--- src/rtl/dispatcher_pkg.sv ---
// rtl/dispatcher_pkg.sv - shared allocator state and note event types
package dispatcher_pkg;

    // Field widths of a stored note event; they track the allocator's default MIDI widths.
    localparam int EV_NOTE_WIDTH     = 7;
    localparam int EV_VELOCITY_WIDTH = 7;

    typedef enum logic [1:0] {
        ST_IDLE   = 2'd0,
        ST_SEARCH = 2'd1,
        ST_COMMIT = 2'd2
    } alloc_state_e;

    typedef struct packed {
        logic                         is_on;
        logic [EV_NOTE_WIDTH-1:0]     note;
        logic [EV_VELOCITY_WIDTH-1:0] velocity;
    } note_event_t;

endpackage

--- src/rtl/search.sv ---
// rtl/search.sv - lowest-index equality lookup over a packed element array
module search #(
    parameter int ELEMENT_WIDTH = 1,
    parameter int COUNT         = 4,
    localparam int IDX_W        = $clog2(COUNT)
) (
    input  logic [COUNT*ELEMENT_WIDTH-1:0] haystack,
    input  logic [ELEMENT_WIDTH-1:0]       needle,
    output logic                           found,
    output logic [IDX_W-1:0]               index
);

    // Scan from the top down so the lowest matching index is the one left standing.
    always_comb begin
        found = 1'b0;
        index = '0;
        for (int i = COUNT - 1; i >= 0; i--) begin
            if (haystack[i*ELEMENT_WIDTH +: ELEMENT_WIDTH] == needle) begin
                found = 1'b1;
                index = IDX_W'(i);
            end
        end
    end

endmodule

--- src/rtl/voice_allocator.sv ---
// rtl/voice_allocator.sv - polyphonic voice slot allocator with round-robin stealing
module voice_allocator
    import dispatcher_pkg::*;
#(
    parameter int VOICE_COUNT    = 4,
    parameter int NOTE_WIDTH     = 7,
    parameter int VELOCITY_WIDTH = 7
) (
    input  logic                                clock,
    input  logic                                reset_l,
    input  logic                                event_valid,
    output logic                                event_ready,
    input  logic                                event_is_on,
    input  logic [NOTE_WIDTH-1:0]               event_note,
    input  logic [VELOCITY_WIDTH-1:0]           event_velocity,
    output logic [VOICE_COUNT-1:0]              voice_active,
    output logic [NOTE_WIDTH*VOICE_COUNT-1:0]     voice_note,
    output logic [VELOCITY_WIDTH*VOICE_COUNT-1:0] voice_velocity,
    output logic [VOICE_COUNT-1:0]              voice_trigger,
    output logic                                steal_pulse
);

    localparam int IDX_W = $clog2(VOICE_COUNT);
    localparam int KEY_W = NOTE_WIDTH + 1;

    alloc_state_e                         state_q, state_d;
    note_event_t                          ev_q, ev_d;
    logic                                 free_found_q, free_found_d;
    logic [IDX_W-1:0]                     free_idx_q, free_idx_d;
    logic                                 match_found_q, match_found_d;
    logic [IDX_W-1:0]                     match_idx_q, match_idx_d;
    logic [IDX_W-1:0]                     steal_ptr_q, steal_ptr_d;
    logic [VOICE_COUNT-1:0]               active_q, active_d;
    logic [NOTE_WIDTH*VOICE_COUNT-1:0]     note_q, note_d;
    logic [VELOCITY_WIDTH*VOICE_COUNT-1:0] vel_q, vel_d;
    logic [VOICE_COUNT-1:0]               trigger_q, trigger_d;
    logic                                 steal_q, steal_d;

    logic                                 free_found, match_found;
    logic [IDX_W-1:0]                     free_idx, match_idx;
    logic [KEY_W*VOICE_COUNT-1:0]          key_hay;
    logic [NOTE_WIDTH-1:0]                ev_note;
    logic [VELOCITY_WIDTH-1:0]            ev_vel;
    logic                                 ev_sounds;
    logic [IDX_W-1:0]                     slot;

    assign ev_note   = NOTE_WIDTH'(ev_q.note);
    assign ev_vel    = VELOCITY_WIDTH'(ev_q.velocity);
    // A note-on with zero velocity is a release in MIDI terms.
    assign ev_sounds = ev_q.is_on && (ev_vel != '0);

    assign event_ready    = reset_l && (state_q == ST_IDLE);
    assign voice_active   = active_q;
    assign voice_note     = note_q;
    assign voice_velocity = vel_q;
    assign voice_trigger  = trigger_q;
    assign steal_pulse    = steal_q;

    // Pair each slot's active flag with its note so a match only hits sounding voices.
    always_comb begin
        key_hay = '0;
        for (int i = 0; i < VOICE_COUNT; i++) begin
            key_hay[i*KEY_W +: KEY_W] = {active_q[i], note_q[i*NOTE_WIDTH +: NOTE_WIDTH]};
        end
    end

    search #(.ELEMENT_WIDTH(1), .COUNT(VOICE_COUNT)) u_free_search (
        .haystack (active_q),
        .needle   (1'b0),
        .found    (free_found),
        .index    (free_idx)
    );

    search #(.ELEMENT_WIDTH(KEY_W), .COUNT(VOICE_COUNT)) u_note_search (
        .haystack (key_hay),
        .needle   ({1'b1, ev_note}),
        .found    (match_found),
        .index    (match_idx)
    );

    // Next-state for the accept / search / commit sequence and the voice table.
    always_comb begin
        state_d       = state_q;
        ev_d          = ev_q;
        free_found_d  = free_found_q;
        free_idx_d    = free_idx_q;
        match_found_d = match_found_q;
        match_idx_d   = match_idx_q;
        steal_ptr_d   = steal_ptr_q;
        active_d      = active_q;
        note_d        = note_q;
        vel_d         = vel_q;
        trigger_d     = '0;
        steal_d       = 1'b0;
        slot          = '0;
        case (state_q)
            ST_IDLE: begin
                if (event_valid) begin
                    ev_d.is_on    = event_is_on;
                    ev_d.note     = EV_NOTE_WIDTH'(event_note);
                    ev_d.velocity = EV_VELOCITY_WIDTH'(event_velocity);
                    state_d       = ST_SEARCH;
                end
            end
            ST_SEARCH: begin
                free_found_d  = free_found;
                free_idx_d    = free_idx;
                match_found_d = match_found;
                match_idx_d   = match_idx;
                state_d       = ST_COMMIT;
            end
            ST_COMMIT: begin
                state_d = ST_IDLE;
                if (ev_sounds) begin
                    if (match_found_q) begin
                        slot = match_idx_q;
                    end else if (free_found_q) begin
                        slot = free_idx_q;
                    end else begin
                        slot        = steal_ptr_q;
                        steal_d     = 1'b1;
                        steal_ptr_d = steal_ptr_q + IDX_W'(1);
                    end
                    active_d[slot]                                  = 1'b1;
                    note_d[int'(slot)*NOTE_WIDTH +: NOTE_WIDTH]         = ev_note;
                    vel_d[int'(slot)*VELOCITY_WIDTH +: VELOCITY_WIDTH]  = ev_vel;
                    trigger_d[slot]                                 = 1'b1;
                end else if (match_found_q) begin
                    active_d[match_idx_q]                                   = 1'b0;
                    note_d[int'(match_idx_q)*NOTE_WIDTH +: NOTE_WIDTH]        = '0;
                    vel_d[int'(match_idx_q)*VELOCITY_WIDTH +: VELOCITY_WIDTH] = '0;
                end
            end
            default: state_d = ST_IDLE;
        endcase
    end

    // Register everything; reset drops any pending event and empties the table.
    always_ff @(posedge clock or negedge reset_l) begin
        if (!reset_l) begin
            state_q       <= ST_IDLE;
            ev_q          <= '0;
            free_found_q  <= 1'b0;
            free_idx_q    <= '0;
            match_found_q <= 1'b0;
            match_idx_q   <= '0;
            steal_ptr_q   <= '0;
            active_q      <= '0;
            note_q        <= '0;
            vel_q         <= '0;
            trigger_q     <= '0;
            steal_q       <= 1'b0;
        end else begin
            state_q       <= state_d;
            ev_q          <= ev_d;
            free_found_q  <= free_found_d;
            free_idx_q    <= free_idx_d;
            match_found_q <= match_found_d;
            match_idx_q   <= match_idx_d;
            steal_ptr_q   <= steal_ptr_d;
            active_q      <= active_d;
            note_q        <= note_d;
            vel_q         <= vel_d;
            trigger_q     <= trigger_d;
            steal_q       <= steal_d;
        end
    end

endmodule

--- config.mk ---
export PLATFORM = sky130hd
export DESIGN_NAME = voice_allocator
export DESIGN_NICKNAME = d
export VERILOG_FILES = /design/src/rtl/dispatcher_pkg.sv /design/src/rtl/search.sv /design/src/rtl/voice_allocator.sv
export SDC_FILE = /design/constraint.sdc
export NUM_CORES = 1
export LEC_CHECK = 0
export CORE_AREA = 2 2 118 97
export CTS_CLUSTER_DIAMETER = 120
export DETAILED_ROUTE_END_ITERATION = 8
export DIE_AREA = 0 0 120 99
export GPL_ROUTABILITY_DRIVEN = 0
export MAX_ROUTING_LAYER = met4
export SETUP_SLACK_MARGIN = 0.05
export SLEW_MARGIN = 30
export SYNTH_ARGS = -nofsm -noshare
export SYNTH_HDL_FRONTEND = slang
export SYNTH_SLANG_ARGS = --single-unit
--- constraint.sdc ---
create_clock -name clock -period 2.5 [get_ports clock]
set_input_delay 0.625 -clock clock [delete_from_list [all_inputs] [get_ports clock]]
set_output_delay 0.625 -clock clock [all_outputs]
set_load 0.1 [all_outputs]
==> reports/results.ini <==
[status]
status = complete, no violations

[critical_path]
r2r-end = voice_note[3]$_DFFE_PN0P_
cp-end-kind = flip-flop
max_stage_delay_ns = 0.42
required_ns = 2.74
crit_path_cell_trace = mux2_2 -> mux2i_2 -> ha_1 -> nand3b_1 -> buf_4 -> o31ai_1
reg2reg_slack_ns = 0.21
r2r_cells = 6
crit_fanout = 7
rr_startpoint = free_found_q$_DFFE_PN0N_
cp.arrival_ns = 2.53
cp-start-kind = flip-flop
cp_slowest_cell = dfrtp_1
path_class = reg -> reg

[route]
viasPerCell = 4.998
wl_met3_um = 649
avgRoutedWirePerCell_um = 17.22
ant_nets = 0
met2_wirelength_um = 4587
met1Wirelength_um = 5296
via_count = 3099
wl_um = 10680
firstDrtPassIters = 4
dr.first_iter.drc_count = 238
drc = 0
top_layer_used = met4

[global_route]
grt_usage = 0.1928
grt_overflow = 0
grt_pass1_vias = 2964
grt_max_degree = 91
antenna_found_initial = 0
grt_pass1_wl_um = 16700

[clock_network]
cts_root_buf = clkbuf_16
clk_pin_slew_ns = 0.06
clock_latency_ns = 0.34
cts.path.max_buffers = 2
cts_sinks = 90
h-tree-depth = 3
numCtsBuffers = 9
cts_tree = done
postCtsHoldBufs = 0
cts_setup_buffers = 0
postCtsResizedCells = 0

[run]
drv_cap = 0

[power_and_ir_drop]
p_leak_nw = 2.427
powerDensity_nw_per_um2 = 1076
peakVddDrop_uv = 889.9
totalPowerFinal_mw = 5.708

[cells_and_area]
area_growth_pct = 27.41
utilization = 0.4967
drive_gt1_frac = 0.2542
fillers = 1016
final_nets = 497
n_antenna_cell = 0

[floorplan]
initial_core_util = 0.3899
io-pin-count = 84
fp.dieArea_um2 = 11880
die-width_um = 120
core.rowCount = 34
die_h_um = 99
core-area_um2 = 10680

[synthesis]
async_flop_share = 1.000
synth_flop_cell = dfrtp_1
ys_seq_area_frac = 0.5410
synth.largest_area_cell = dfrtp_1
netlist-cell-type-count = 40
synth-seq-cells = 90
synthCells = 387
syn_nets = 413
synth.top_cell.area_share = 0.5410
ys_top_cells_by_area = dfrtp_1 (54%), o31ai_1 (10%), nand2_1 (6.0%), xnor2_1 (4.6%), buf_6 (2.4%)
synth-edff-count = 0
synthesis.area_um2 = 4163
synth_warnings = 0
avgSynthCellArea_um2 = 10.76

[sta]
max-slew-margin-rel = 0.6413
period_needed_ns = 2.290
tns_ns = 0
worstMarginPinSlew_ns = 0.5369
fmax_mhz = 436.6
drv_slew = 0
fin_skew_ns = 0.009924
finalCritPeriodShare = 0.9162
hold_viol = 0
finalSetupViolations = 0
rsz0062_at_grt = no

[placed_design]
hpwl_um = 7525
io_buffers = 83

[worst_hold_path]
hold_path.class = in -> async

metal layers:
layer | vias up | global-route usage
li1 | 1507 | -
met5 | - | -
met4 | 0 | 0.07059
met3 | 11 | 0.04977
met1 | 1479 | 0.2726
met2 | 102 | 0.2657
logic make-up (layout without fill, tap and decap cells):
family	count (synthesis)	count (layout)	synth area share
buf+inv	45	134	0.05861
simple gates	120	120	0.1371
fa+ha+maj	8	8	0.02405
xor+xnor	30	30	0.06312
flops	90	90	0.5410
compound gates	90	90	0.1650
mux	4	4	0.01112
area by class of cell:
class                           instances  area, um2  share of cell area
Sequential cell                        90       2252              0.4246
Multi-Input combinational cell        252       1677              0.3161
Timing Repair Buffer                   98      825.8              0.1557
Clock buffer                            9      225.2             0.04246
Tap cell                              144      180.2             0.03397
Inverter                               20      75.07             0.01415
Clock inverter                          7      68.82             0.01297
layout by cell type, fill, tap and decap left out, types with 2 or more instances in the layout:
cell	instances
nor3b_1	2
nand3_1	2
xnor2_1	22
a21oi_1	3
nor3_1	2
nor4_1	2
a21o_1	2
o21ai_0	17
nand3b_1	4
nor2_1	10
inv_1	20
ha_1	8
clkinv_2	3
nor3b_2	2
buf_12	4
clkinvlp_4	2
nand4_1	6
and2_1	4
buf_4	78
clkdlybuf4s50_1	16
xor2_1	8
dfrtp_1	90
a31oi_1	3
nand2_1	67
mux2_2	2
clkbuf_16	9
o31ai_1	56
nand2_2	12
nor2b_1	2
o22ai_4	4
worst max-delay path by stage:
stage | from | endpoint | slack (ns) | cells after the start
floorplan | reset_l | event_ready | 0.06 | 1
global placement | free_found_q$_DFFE_PN0N_ | voice_velocity[24]$_DFFE_PN0P_ | 0.38 | 8
detailed placement | free_found_q$_DFFE_PN0N_ | voice_velocity[23]$_DFFE_PN0P_ | 0.30 | 8
CTS | free_found_q$_DFFE_PN0N_ | voice_note[21]$_DFFE_PN0P_ | 0.27 | 8
global route | free_found_q$_DFFE_PN0N_ | voice_note[22]$_DFFE_PN0P_ | 0.12 | 8
finish | free_found_q$_DFFE_PN0N_ | voice_note[3]$_DFFE_PN0P_ | 0.21 | 6
metrics by stage:
step | worst slack [ns] | std cells | hold slack [ns] | cell area (um2)
after detailed placement | 0.2972 | 604 | 0.4687 | 5010
after floorplan | 0.05680 | 387 | 0.3294 | 4168
after global routing | 0.1163 | 620 | 0.3620 | 5304
after global placement | 0.3794 | 604 | 0.4723 | 5010
final | 0.2096 | 620 | 0.3495 | 5304
after CTS | 0.2703 | 620 | 0.3640 | 5304
sequential cells by signal (all words and copies together), names as in the netlist:
signal	cells
ev_note	7
steal_ptr_q	2
steal_pulse	1
ev_q	1
voice_velocity	28
free_idx_q	2
voice_note	28
ev_vel	7
state_q	2
voice_trigger	4
match_found_q	1
match_idx_q	2
free_found_q	1
voice_active	4
cells in the mapped netlist, types with 8 or more instances:
master	n
clkbuf_1	11
inv_1	20
nand2_2	12
xor2_1	8
o21ai_0	17
dfrtp_1	90
o31ai_1	56
nor2_1	10
ha_1	8
nand2_1	67
xnor2_1	22
buf_6	9
worst max-delay path: cells and delay by family (launching register included):
family	cells	cell delay [ns]
buffers and inverters	1	0.22
AOI/OAI and AO/OA	1	0.22
DFF	1	0.42
muxes	2	0.73
adders and majority gates	1	0.35
and+or+nand+nor	1	0.25
power by group:
group	total [mW]	switching, mW	internal (mW)
clock	1.35	0.573	0.772
combinational	2.38	1.78	0.609
sequential	1.98	0.290	1.69
No activity file was read; power rests on OpenSTA's default activity.
